===== config.mk =====
export PLATFORM = sky130hd
export DESIGN_NAME = codec_intf
export DESIGN_NICKNAME = d
export VERILOG_FILES = /design/src/rtl/codec_pkg.sv /design/src/rtl/codec_clkgen.sv /design/src/rtl/codec_intf.sv
export SDC_FILE = /design/constraint.sdc
export NUM_CORES = 1
export LEC_CHECK = 0
export CAP_MARGIN = 20
export CORE_ASPECT_RATIO = 0.9
export CORE_UTILIZATION = 45
export CTS_CLUSTER_SIZE = 20
export DETAILED_ROUTE_END_ITERATION = 10
export GPL_TIMING_DRIVEN = 1
export PLACE_DENSITY = 0.68
export SETUP_SLACK_MARGIN = 0.2
export SLEW_MARGIN = 20
export SYNTH_ARGS = -nofsm -noshare
export SYNTH_HDL_FRONTEND = slang
export SYNTH_HIERARCHICAL = 1
export SYNTH_SLANG_ARGS = --single-unit

===== constraint.sdc =====
create_clock -name clk -period 3.9 [get_ports clk]
set_input_delay 0.585 -clock clk [delete_from_list [all_inputs] [get_ports clk]]
set_output_delay 0.585 -clock clk [all_outputs]
set_load 0.01 [all_outputs]

===== src/rtl/codec_pkg.sv =====
`default_nettype none
// ============================================================================
//  Module      : codec_pkg
//  Description : Shared constants and types for the CS4272 I2S master
//                interface (counter layout, slot numbering, sample type).
//  Revision    : 1.0  initial release
// ============================================================================
package codec_pkg;

    // Sample width taken from the MSB end of each 32-bit slot.
    localparam int SMPL_W    = 16;

    // Free-running frame counter layout.
    localparam int CNT_W     = 11;
    localparam int MCLK_BIT  = 1;
    localparam int SCLK_BIT  = 4;
    localparam int LRCLK_BIT = 10;

    // Width of the bit-slot index held in cnt[LRCLK_BIT-1:SCLK_BIT+1].
    localparam int SLOT_W    = LRCLK_BIT - SCLK_BIT - 1;

    // I2S puts the MSB one SCLK after the LRCLK edge.
    localparam int MSB_SLOT  = 1;
    localparam int LSB_SLOT  = MSB_SLOT + SMPL_W - 1;

    typedef logic signed [SMPL_W-1:0] smpl_t;

endpackage : codec_pkg
`default_nettype wire


===== src/rtl/codec_clkgen.sv =====
`default_nettype none
// ============================================================================
//  Module      : codec_clkgen
//  Description : Frame counter and clock generator for the codec link.
//                Produces MCLK/SCLK/LRCLK, the codec reset, the slot index,
//                the SCLK rise/fall event strobes and the startup qualifier.
//  Revision    : 1.0  initial release
// ============================================================================
module codec_clkgen
    import codec_pkg::*;
#(
    parameter int STARTUP_FRAMES = 2
) (
    input  logic              clk,
    input  logic              RST_n,
    output logic              MCLK_o,
    output logic              SCLK_o,
    output logic              LRCLK_o,
    output logic              RSTn_o,
    output logic [SLOT_W-1:0] slot_o,
    output logic              half_o,
    output logic              rise_o,
    output logic              fall_o,
    output logic              wrap_o,
    output logic              started_o
);

    // Low SCLK_BIT+1 counter bits pattern just before SCLK goes high / low.
    localparam logic [SCLK_BIT:0] RISE_PAT = {1'b0, {SCLK_BIT{1'b1}}};
    localparam logic [SCLK_BIT:0] FALL_PAT = {1'b1, {SCLK_BIT{1'b1}}};

    logic [CNT_W-1:0] cnt_q;
    logic [CNT_W-1:0] cnt_d;
    logic             mclk_q;
    logic             sclk_q;
    logic             lrclk_q;
    logic             rstn_q;
    logic [1:0]       frm_q;

    assign cnt_d = cnt_q + CNT_W'(1);

    // Counter, clock outputs (registered copies of the next count) and the
    // startup bookkeeping that advances once per completed frame.
    always_ff @(posedge clk) begin
        if (!RST_n) begin
            cnt_q   <= '0;
            mclk_q  <= 1'b0;
            sclk_q  <= 1'b0;
            lrclk_q <= 1'b0;
            rstn_q  <= 1'b0;
            frm_q   <= 2'd0;
        end else begin
            cnt_q   <= cnt_d;
            mclk_q  <= cnt_d[MCLK_BIT];
            sclk_q  <= cnt_d[SCLK_BIT];
            lrclk_q <= cnt_d[LRCLK_BIT];
            if (wrap_o) begin
                rstn_q <= 1'b1;
                if (frm_q != 2'b11) begin
                    frm_q <= frm_q + 2'd1;
                end
            end
        end
    end

    assign MCLK_o    = mclk_q;
    assign SCLK_o    = sclk_q;
    assign LRCLK_o   = lrclk_q;
    assign RSTn_o    = rstn_q;
    assign slot_o    = cnt_q[LRCLK_BIT-1:SCLK_BIT+1];
    assign half_o    = cnt_q[LRCLK_BIT];
    assign rise_o    = (cnt_q[SCLK_BIT:0] == RISE_PAT);
    assign fall_o    = (cnt_q[SCLK_BIT:0] == FALL_PAT);
    assign wrap_o    = (cnt_q == '1);
    assign started_o = (int'(frm_q) >= STARTUP_FRAMES);

endmodule : codec_clkgen
`default_nettype wire


===== src/rtl/codec_intf.sv =====
`default_nettype none
// ============================================================================
//  Module      : codec_intf
//  Description : I2S master between the CS4272 codec and the equalizer.
//                Deserializes SDout into left/right samples with a vld
//                strobe and serializes lft_in/rht_in onto SDin.
//  Revision    : 1.0  initial release
// ============================================================================
module codec_intf #(
    parameter int SMPL_W         = 16,
    parameter int STARTUP_FRAMES = 2
) (
    input  logic              clk,
    input  logic              RST_n,
    output logic              MCLK,
    output logic              SCLK,
    output logic              LRCLK,
    output logic              RSTn,
    input  logic              SDout,
    output logic              SDin,
    output logic [SMPL_W-1:0] lft_out,
    output logic [SMPL_W-1:0] rht_out,
    output logic              vld,
    input  logic [SMPL_W-1:0] lft_in,
    input  logic [SMPL_W-1:0] rht_in
);

    import codec_pkg::*;

    // Receive slots MSB_SLOT..RX_LAST carry the sample, MSB first.
    localparam logic [SLOT_W-1:0] RX_FIRST  = SLOT_W'(MSB_SLOT);
    localparam logic [SLOT_W-1:0] RX_LAST   = SLOT_W'(MSB_SLOT + SMPL_W - 1);
    // Transmit: MSB is launched on the slot-0 fall, remaining bits on the
    // falls of slots 1..SMPL_W-1 so the LSB is sampled in slot SMPL_W.
    localparam logic [SLOT_W-1:0] TX_SHIFT  = SLOT_W'(SMPL_W - 1);
    localparam logic [SLOT_W-1:0] TX_IDLE   = SLOT_W'(SMPL_W);

    logic [SLOT_W-1:0] w_slot;
    logic              w_half;
    logic              w_rise;
    logic              w_fall;
    logic              w_wrap;
    logic              w_started;

    codec_clkgen #(
        .STARTUP_FRAMES (STARTUP_FRAMES)
    ) u_clkgen (
        .clk       (clk),
        .RST_n     (RST_n),
        .MCLK_o    (MCLK),
        .SCLK_o    (SCLK),
        .LRCLK_o   (LRCLK),
        .RSTn_o    (RSTn),
        .slot_o    (w_slot),
        .half_o    (w_half),
        .rise_o    (w_rise),
        .fall_o    (w_fall),
        .wrap_o    (w_wrap),
        .started_o (w_started)
    );

    // ------------------------------------------------------------------
    // Receive path
    // ------------------------------------------------------------------
    logic [SMPL_W-1:0] rx_q;
    logic [SMPL_W-1:0] rx_d;
    logic [SMPL_W-1:0] lft_hold_q;
    logic [SMPL_W-1:0] lft_out_q;
    logic [SMPL_W-1:0] rht_out_q;
    logic              pend_q;
    logic              vld_q;
    logic              w_rx_shift;
    logic              w_rx_last;

    assign rx_d       = {rx_q[SMPL_W-2:0], SDout};
    assign w_rx_shift = w_rise && (w_slot >= RX_FIRST) && (w_slot <= RX_LAST);
    assign w_rx_last  = w_rise && (w_slot == RX_LAST);

    // Shift in SDout on SCLK rise, park the left word, and publish the pair
    // one cycle after the right word completes.
    always_ff @(posedge clk) begin
        if (!RST_n) begin
            rx_q       <= '0;
            lft_hold_q <= '0;
            lft_out_q  <= '0;
            rht_out_q  <= '0;
            pend_q     <= 1'b0;
            vld_q      <= 1'b0;
        end else begin
            pend_q <= 1'b0;
            vld_q  <= 1'b0;
            if (w_rx_shift) begin
                rx_q <= rx_d;
            end
            if (w_rx_last && !w_half) begin
                lft_hold_q <= rx_d;
            end
            if (w_rx_last && w_half) begin
                pend_q <= 1'b1;
            end
            if (pend_q) begin
                lft_out_q <= lft_hold_q;
                rht_out_q <= rx_q;
                vld_q     <= w_started;
            end
        end
    end

    assign lft_out = lft_out_q;
    assign rht_out = rht_out_q;
    assign vld     = vld_q;

    // ------------------------------------------------------------------
    // Transmit path
    // ------------------------------------------------------------------
    logic [SMPL_W-1:0] tx_lft_q;
    logic [SMPL_W-1:0] tx_rht_q;
    logic [SMPL_W-1:0] tx_sh_q;
    logic              sdin_q;
    logic [SMPL_W-1:0] w_tx_sel;

    assign w_tx_sel = w_half ? tx_rht_q : tx_lft_q;

    // Capture the outgoing pair once per frame and shift it out on SCLK fall;
    // the line rests at 0 after the LSB until the next slot load.
    always_ff @(posedge clk) begin
        if (!RST_n) begin
            tx_lft_q <= '0;
            tx_rht_q <= '0;
            tx_sh_q  <= '0;
            sdin_q   <= 1'b0;
        end else begin
            if (w_wrap) begin
                tx_lft_q <= lft_in;
                tx_rht_q <= rht_in;
            end
            if (w_fall) begin
                if (w_slot == '0) begin
                    sdin_q  <= w_tx_sel[SMPL_W-1];
                    tx_sh_q <= {w_tx_sel[SMPL_W-2:0], 1'b0};
                end else if (w_slot <= TX_SHIFT) begin
                    sdin_q  <= tx_sh_q[SMPL_W-1];
                    tx_sh_q <= {tx_sh_q[SMPL_W-2:0], 1'b0};
                end else if (w_slot == TX_IDLE) begin
                    sdin_q  <= 1'b0;
                end
            end
        end
    end

    assign SDin = sdin_q;

endmodule : codec_intf
`default_nettype wire


==> impl_metrics.csv, run 1 <==
group,metric,value,unit
outcome,run_status,"completed",
layout,post_route_cells_drive_above_1_share,10.2,%
pwr,peakVddDrop,0.272,mV
worst_setup_path,cp_max_fo,16,
yosys,synth.ff_latch_count,128,
worst_setup_path,worstSetupStartpointType,"flop",
timing,timing.setup.tns,0,ns
hold_path,worstHoldStart,"lft_hold_q[12]",
clock_network,tritoncts.num_buffers,17,
pwr,power.density,469,nW/um^2
worst_setup_path,worst_setup_path_end_kind,"flop",
detailed_routing,per_cell_routed_wire_length,14.1,um
placed_design,dp_worst_setup_slack,1.46,ns
clock_network,root_driver,"clkbuf_16",
global_route,grt_overflow_total,0,
yosys,async_set_reset_flop_share_out_of_synthesis,0,%
global_route,grt_pass1_vias,3533,
die,y_dimension_of_the_die,104,um
timing,finalWorstPathRequiredPeriod,2.45,ns
yosys,synth_warnings,6,
worst_setup_path,r2r-start,"u_clkgen/cnt_q[8]",
die,die_w,115,um
hold_path,hold-path-endpoint,"lft_hold_q[12]",
yosys,synth_cell_types,41,
yosys,synthesis.instances,484,
pwr,power.static_leakage,2.18,nW
yosys,most_instantiated_library_cell_after_synthesis,"dfxtp_1",
yosys,netlist.area_leader.share,49.5,%
die,core-area,11000,sq um
clock_network,cts_buffer_depth,2,
timing,tightestPinTransition,1.05,ns
timing,relSlewSlack,29.7,%
yosys,ys_seq_area_share,49.5,%
die,floorplan.die_area,11900,sq um
detailed_routing,post-route-drc-count,0,
layout,area_delta_synth_final,27.8,%
placed_design,dp.cells,677,
detailed_routing,vias_per_cell,4.92,
hold_path,min-delay-path-class,"reg2reg",
worst_setup_path,worst-r2r-cell-count,3,
clock_network,cts.hold.buffers_added,0,
die,num_rows,36,
timing,slew_viol_final,0,
hold_path,min_path_cells,2,
yosys,synth.net_count,524,
placed_design,post_dp_cell_area,5970,sq um
timing,setup_repair_after_global_routing_missed_its_margin,"no",
global_route,grt_max_degree,66,
yosys,synth-edff-count,0,
layout,final_cells,709,
worst_setup_path,register_to_register_setup_slack,1.45,ns
layout,nNetsFinal,584,
worst_setup_path,crit_arrival,2.78,ns
die,num_io_pins,73,
yosys,postSynth.topFlopCell,"dfxtp_1",
global_route,grtUsageTotal,18.4,%
worst_setup_path,critPathRequiredTime,4.23,ns
clock_network,tritoncts,"built",
clock_network,cts.clk_slew.worst_paths,0.06,ns
job,drv.max_cap_violation_count,0,
yosys,post_synth_main_area_contributors,"dfxtp_1, mux2i_1, nor2b_1",
worst_setup_path,critical_path_class,"reg2reg",
clock_network,cts_post_setup_buffers_inserted,0,
layout,filler_cell_count,930,
timing,finalCritPeriodShare,62.8,%
timing,skew,0.00510,ns
detailed_routing,via_count,3490,
detailed_routing,dr.first_iter.drc_count,189,
clock_network,h-tree-depth,4,
yosys,synth_top_area_cell,"dfxtp_1",
placed_design,routabilityCongestion,0.749,
timing,setup_viol,0,
worst_setup_path,rr_endpoint,"lft_hold_q[1]",
global_route,antenna_found_initial,0,
detailed_routing,antenna_violating_nets_left,0,
timing,maximum_clock_rate,408,MHz
layout,antennaDiodeCount,0,
timing,finalHoldViolCount,0,
yosys,syn_avg_cell_area,10.7,sq um
clock_network,cts.sinks,128,
clock_network,worst_skew_pair.late_latency,0.41,ns
pwr,total_design_power,3.10,mW
yosys,ys_top_cells_by_count,"dfxtp_1, mux2i_1, nor2b_1",
layout,design_area,6620,sq um
detailed_routing,detail_route.wirelength,10000,um
placed_design,total_half_perimeter_wirelength_after_legalization_and_detailed_placement,6420,um
clock_network,gates_resized_cts_repair,0,
placed_design,port-buffer-count,72,
die,start_util,47.0,%
timing,setup_slack,1.45,ns
detailed_routing,drt-pass1-iter-count,4,
global_route,wire_length_of_the_first_global_routing_pass,17100,um
yosys,syn_area,5180,sq um
==> through the flow <==
stage	utilization, %	hold WS (ns)
after floorplan	-	0.427
after global placement	54.1	0.441
after detailed placement	54.1	0.446
after CTS	60.0	0.458
after global routing	60.0	0.477
final	60.0	0.457
==> final cells by class <==
class	instances	area [sq um]	share of cell area, %
multi-input combinational	316	2440	36.8
clock buffer	18	439	6.63
tap	152	190	2.87
timing repair buffer	76	758	11.5
sequential	128	2560	38.7
clock inverter	14	213	3.21
inverter	5	18.8	0.284
==> critical path, stage by stage, from the launching register on <==
cell and delay [ns]:
dfxtp_1 0.39, or4_1 0.78, nor3_4 0.92, mux2i_1 0.28
==> registers in the layout (all words and copies together), names as in the netlist <==
name and count:
SDin 1, lft_hold_q 16, lft_out 16, pend_q 1
rht_out 16, rx_q 16, tx_lft_q 16, tx_rht_q 16
tx_sh_q 15, u_clkgen/RSTn_o 1, u_clkgen/cnt_q 11, u_clkgen/frm_q 2
vld 1
==> report_power, final <==
group          switching (mW)  internal (mW)
clock                   0.568           1.15
combinational          0.0281         0.0456
sequential            0.00312           1.31
total                   0.600           2.51
==> cell usage in the layout, fill, tap and decap left out, types with 5 or more instances in the layout <==
cell             netlist  final
o2bb2ai_1             14     14
dfxtp_1              128    126
nand2_1               41     41
nor2_1                 5      5
mux2i_1              106    106
clkdlybuf4s50_1        0     71
ha_1                   5      5
bufinv_16              0      5
clkbuf_16              0     17
o21ai_0               11     11
nor2b_1               72     72
mux2_2                 8      8
a2111oi_0              7      7
a21oi_1                6      6
==> cells by family (layout without fill, tap and decap cells) <==
logic type | after synthesis | in the layout | synth area share (%)
buffers and inverters | 40 | 113 | 3.62
AO/OA/AOI/OAI | 45 | 45 | 6.28
AND/OR/NAND/NOR | 149 | 149 | 16.6
flip-flops | 128 | 128 | 49.5
multiplexers | 115 | 115 | 22.5
XOR/XNOR | 2 | 2 | 0.338
adder cells (fa/ha/maj) | 5 | 5 | 1.21
==> worst max path at each step <==
stage | startpoint | end | slack [ns] | depth (start not counted)
finish | u_clkgen/cnt_q[8] | lft_hold_q[1] | 1.45 | 3
global route | u_clkgen/cnt_q[1] | lft_hold_q[3] | 1.22 | 6
CTS | u_clkgen/cnt_q[10] | LRCLK | 1.06 | 1
detailed placement | u_clkgen/cnt_q[8] | lft_hold_q[0] | 1.46 | 3
global placement | u_clkgen/cnt_q[10] | LRCLK | 1.53 | 1
floorplan | u_clkgen/cnt_q[1] | tx_lft_q[0] | 1.77 | 7
==> per-layer routing <==
layer	wire, um	global-route usage, %	vias to the layer above
met3	449	6.20	7
met1	5060	24.9	1624
met2	4400	26.6	60
met4	110	7.61	0
li1	-	-	1799
met5	0	0	-
Note: power is estimated with default switching activity, not from simulation.
==> run 2, diff against run 1 <==
--- a/config.mk
+++ b/config.mk
@@ -11,7 +11,7 @@
 export CTS_CLUSTER_SIZE = 20
 export DETAILED_ROUTE_END_ITERATION = 10
 export GPL_TIMING_DRIVEN = 1
-export PLACE_DENSITY = 0.68
+export PLACE_DENSITY = 0.7
 export SETUP_SLACK_MARGIN = 0.2
 export SLEW_MARGIN = 20
 export SYNTH_ARGS = -nofsm -noshare
==> constraint.sdc (replaced) <==
create_clock -name clk -period 2.1 [get_ports clk]
set_input_delay 0.315 -clock clk [delete_from_list [all_inputs] [get_ports clk]]
set_output_delay 0.315 -clock clk [all_outputs]
set_load 0.01 [all_outputs]
==> impl_metrics.csv, run 2 (synthesis gave the netlist of run 1 again) <==
group,metric,value,unit
timing,maximum_clock_rate,556,MHz
clock_network,cts.clk_slew.worst_paths,0.05,ns
pwr,netSwitchingPower,1.04,mW
pwr,clock_power_share,54.5,%
detailed_routing,drt-pass1-iter-count,4,
pwr,power.combinational.fraction,2.4,%
detailed_routing,detail_route.wirelength,10500,um
placed_design,routabilityCongestion,0.730,
detailed_routing,per_cell_routed_wire_length,14.7,um
layout,area.sequential,2570,sq um
global_route,wire_length_of_the_first_global_routing_pass,17700,um
clock_network,worst_skew_pair.late_latency,0.41,ns
die,num_rows,36,
worst_setup_path,critical_path_class,"reg2reg",
detailed_routing,dr.first_iter.drc_count,162,
global_route,antenna_found_initial,0,
die,y_dimension_of_the_die,104,um
timing,skew,0.00981,ns
layout,area_delta_synth_final,30.1,%
hold_path,min-delay-path-class,"in2reg",
pwr,power.density,841,nW/um^2
clock_network,cts_buffer_depth,2,
worst_setup_path,crit_arrival,2.14,ns
die,start_util,47.0,%
worst_setup_path,worst_setup_path_end_kind,"flop",
job,drv.max_cap_violation_count,0,
layout,multiInputGateArea,2470,sq um
clock_network,cts.sinks,128,
clock_network,root_driver,"clkbuf_16",
global_route,grt_overflow_total,0,
worst_setup_path,cp_max_fo,11,
timing,finalCritPeriodShare,85.7,%
layout,filler_cell_count,914,
worst_setup_path,worstSetupStartpointType,"flop",
die,core-area,11000,sq um
clock_network,cts_post_setup_buffers_inserted,0,
layout,most-common-layout-cells,"dfxtp_1, mux2i_1, nor2b_1",
detailed_routing,via_count,3579,
layout,nNetsFinal,591,
detailed_routing,antenna_violating_nets_left,0,
clock_network,tritoncts,"built",
pwr,power.static_leakage,2.24,nW
placed_design,total_half_perimeter_wirelength_after_legalization_and_detailed_placement,6990,um
timing,slew_viol_final,0,
worst_setup_path,critPathRequiredTime,2.44,ns
worst_setup_path,path_delay_family,"simple AND/OR/NAND/NOR gates",
timing,fin_hold_ws,0.269,ns
layout,antennaDiodeCount,0,
clock_network,h-tree-depth,4,
worst_setup_path,worstPathCellList,"or4_4, nor3_4, clkbuf_16, mux2i_1",
worst_setup_path,cp_slowest_cell,"or4_4",
timing,timing.setup.tns,0,ns
layout,layout.cells.most_common,"dfxtp_1",
global_route,grt_max_degree,81,
pwr,sw_frac_of_total,18.3,%
pwr,peakVddDrop,0.648,mV
global_route,grt_pass1_vias,3629,
outcome,run_status,"completed",
timing,finalHoldViolCount,0,
timing,setup_viol,0,
timing,finalWorstPathRequiredPeriod,1.80,ns
clock_network,cts.hold.buffers_added,0,
die,die_w,115,um
clock_network,tritoncts.num_buffers,17,
layout,post_route_cells_drive_above_1_share,11.8,%
detailed_routing,post-route-drc-count,0,
worst_setup_path,critPathMaxStageDelay,0.66,ns
timing,setup_repair_after_global_routing_missed_its_margin,"no",
detailed_routing,vias_per_cell,5.03,
pwr,share_of_total_power_in_sequential_cells,43.1,%
placed_design,port-buffer-count,72,
timing,tightestPinTransition,0.530,ns
die,floorplan.die_area,11900,sq um
timing,relSlewSlack,64.7,%
pwr,power_report.internal_total,4.64,mW
worst_setup_path,critical_path.n_buffers_inverters,1,
die,num_io_pins,73,
global_route,grtUsageTotal,19.0,%
## run 2: path summary, 6_finish.rpt
kind | start | end | slack (ns) | depth (start not counted)
setup / recovery | u_clkgen/cnt_q[5] | lft_hold_q[6] | 0.30 | 4
hold / removal | RST_n | u_clkgen/RSTn_o | 0.27 | 2
setup reg to reg | u_clkgen/cnt_q[5] | lft_hold_q[6] | 0.30 | 4
hold reg to reg | lft_hold_q[15] | lft_hold_q[15] | 0.46 | 2
## run 2: timing repair
item	4_1_cts	5_1_grt
pin swaps	0	2
cloned	0	1
gates resized for setup	2	7
endpoints found under the setup margin	10	65
## run 2: final cells by class
cell class,instances,area share (%)
clock buffers,22,7.33
clock inverters,6,1.93
inverters,5,0.278
multi-input cells,316,36.7
flip-flops and latches,128,38.1
well taps,152,2.82
repair buffers,83,12.9
## run 2: routing by layer
layer	vias to the layer above	GRT usage [%]	wire length, um
met5	-	0	0
met4	0	6.12	115
met3	9	6.14	485
met2	72	28.6	4620
met1	1688	25.6	5270
li1	1810	-	-
## run 2: through the flow
stage / instance area (sq um) / util [%] / std cells / power, mW / setup WS [ns]
5_1_grt: 6740 / 61.1 / 712 / 5.85 / 0.219
3_5_place_dp: 6070 / 55.0 / 683 / 2.63 / 0.105
2_1_floorplan: 5210 / - / 484 / 2.55 / 0.182
4_1_cts: 6700 / 60.7 / 711 / 5.71 / 0.221
6_report: 6740 / 61.1 / 712 / 5.67 / 0.301
3_3_place_gp: 6070 / 55.0 / 683 / 2.63 / 0.290
## run 2: power groups by stage
stage          logic (mW)  clock network [mW]  registers (mW)
3_3_place_gp        0.140                   0            2.49
3_5_place_dp        0.140                   0            2.49
4_1_cts             0.141                3.13            2.44
6_report            0.139                3.09            2.44
2_1_floorplan      0.0538                   0            2.49
5_1_grt             0.150                3.26            2.44
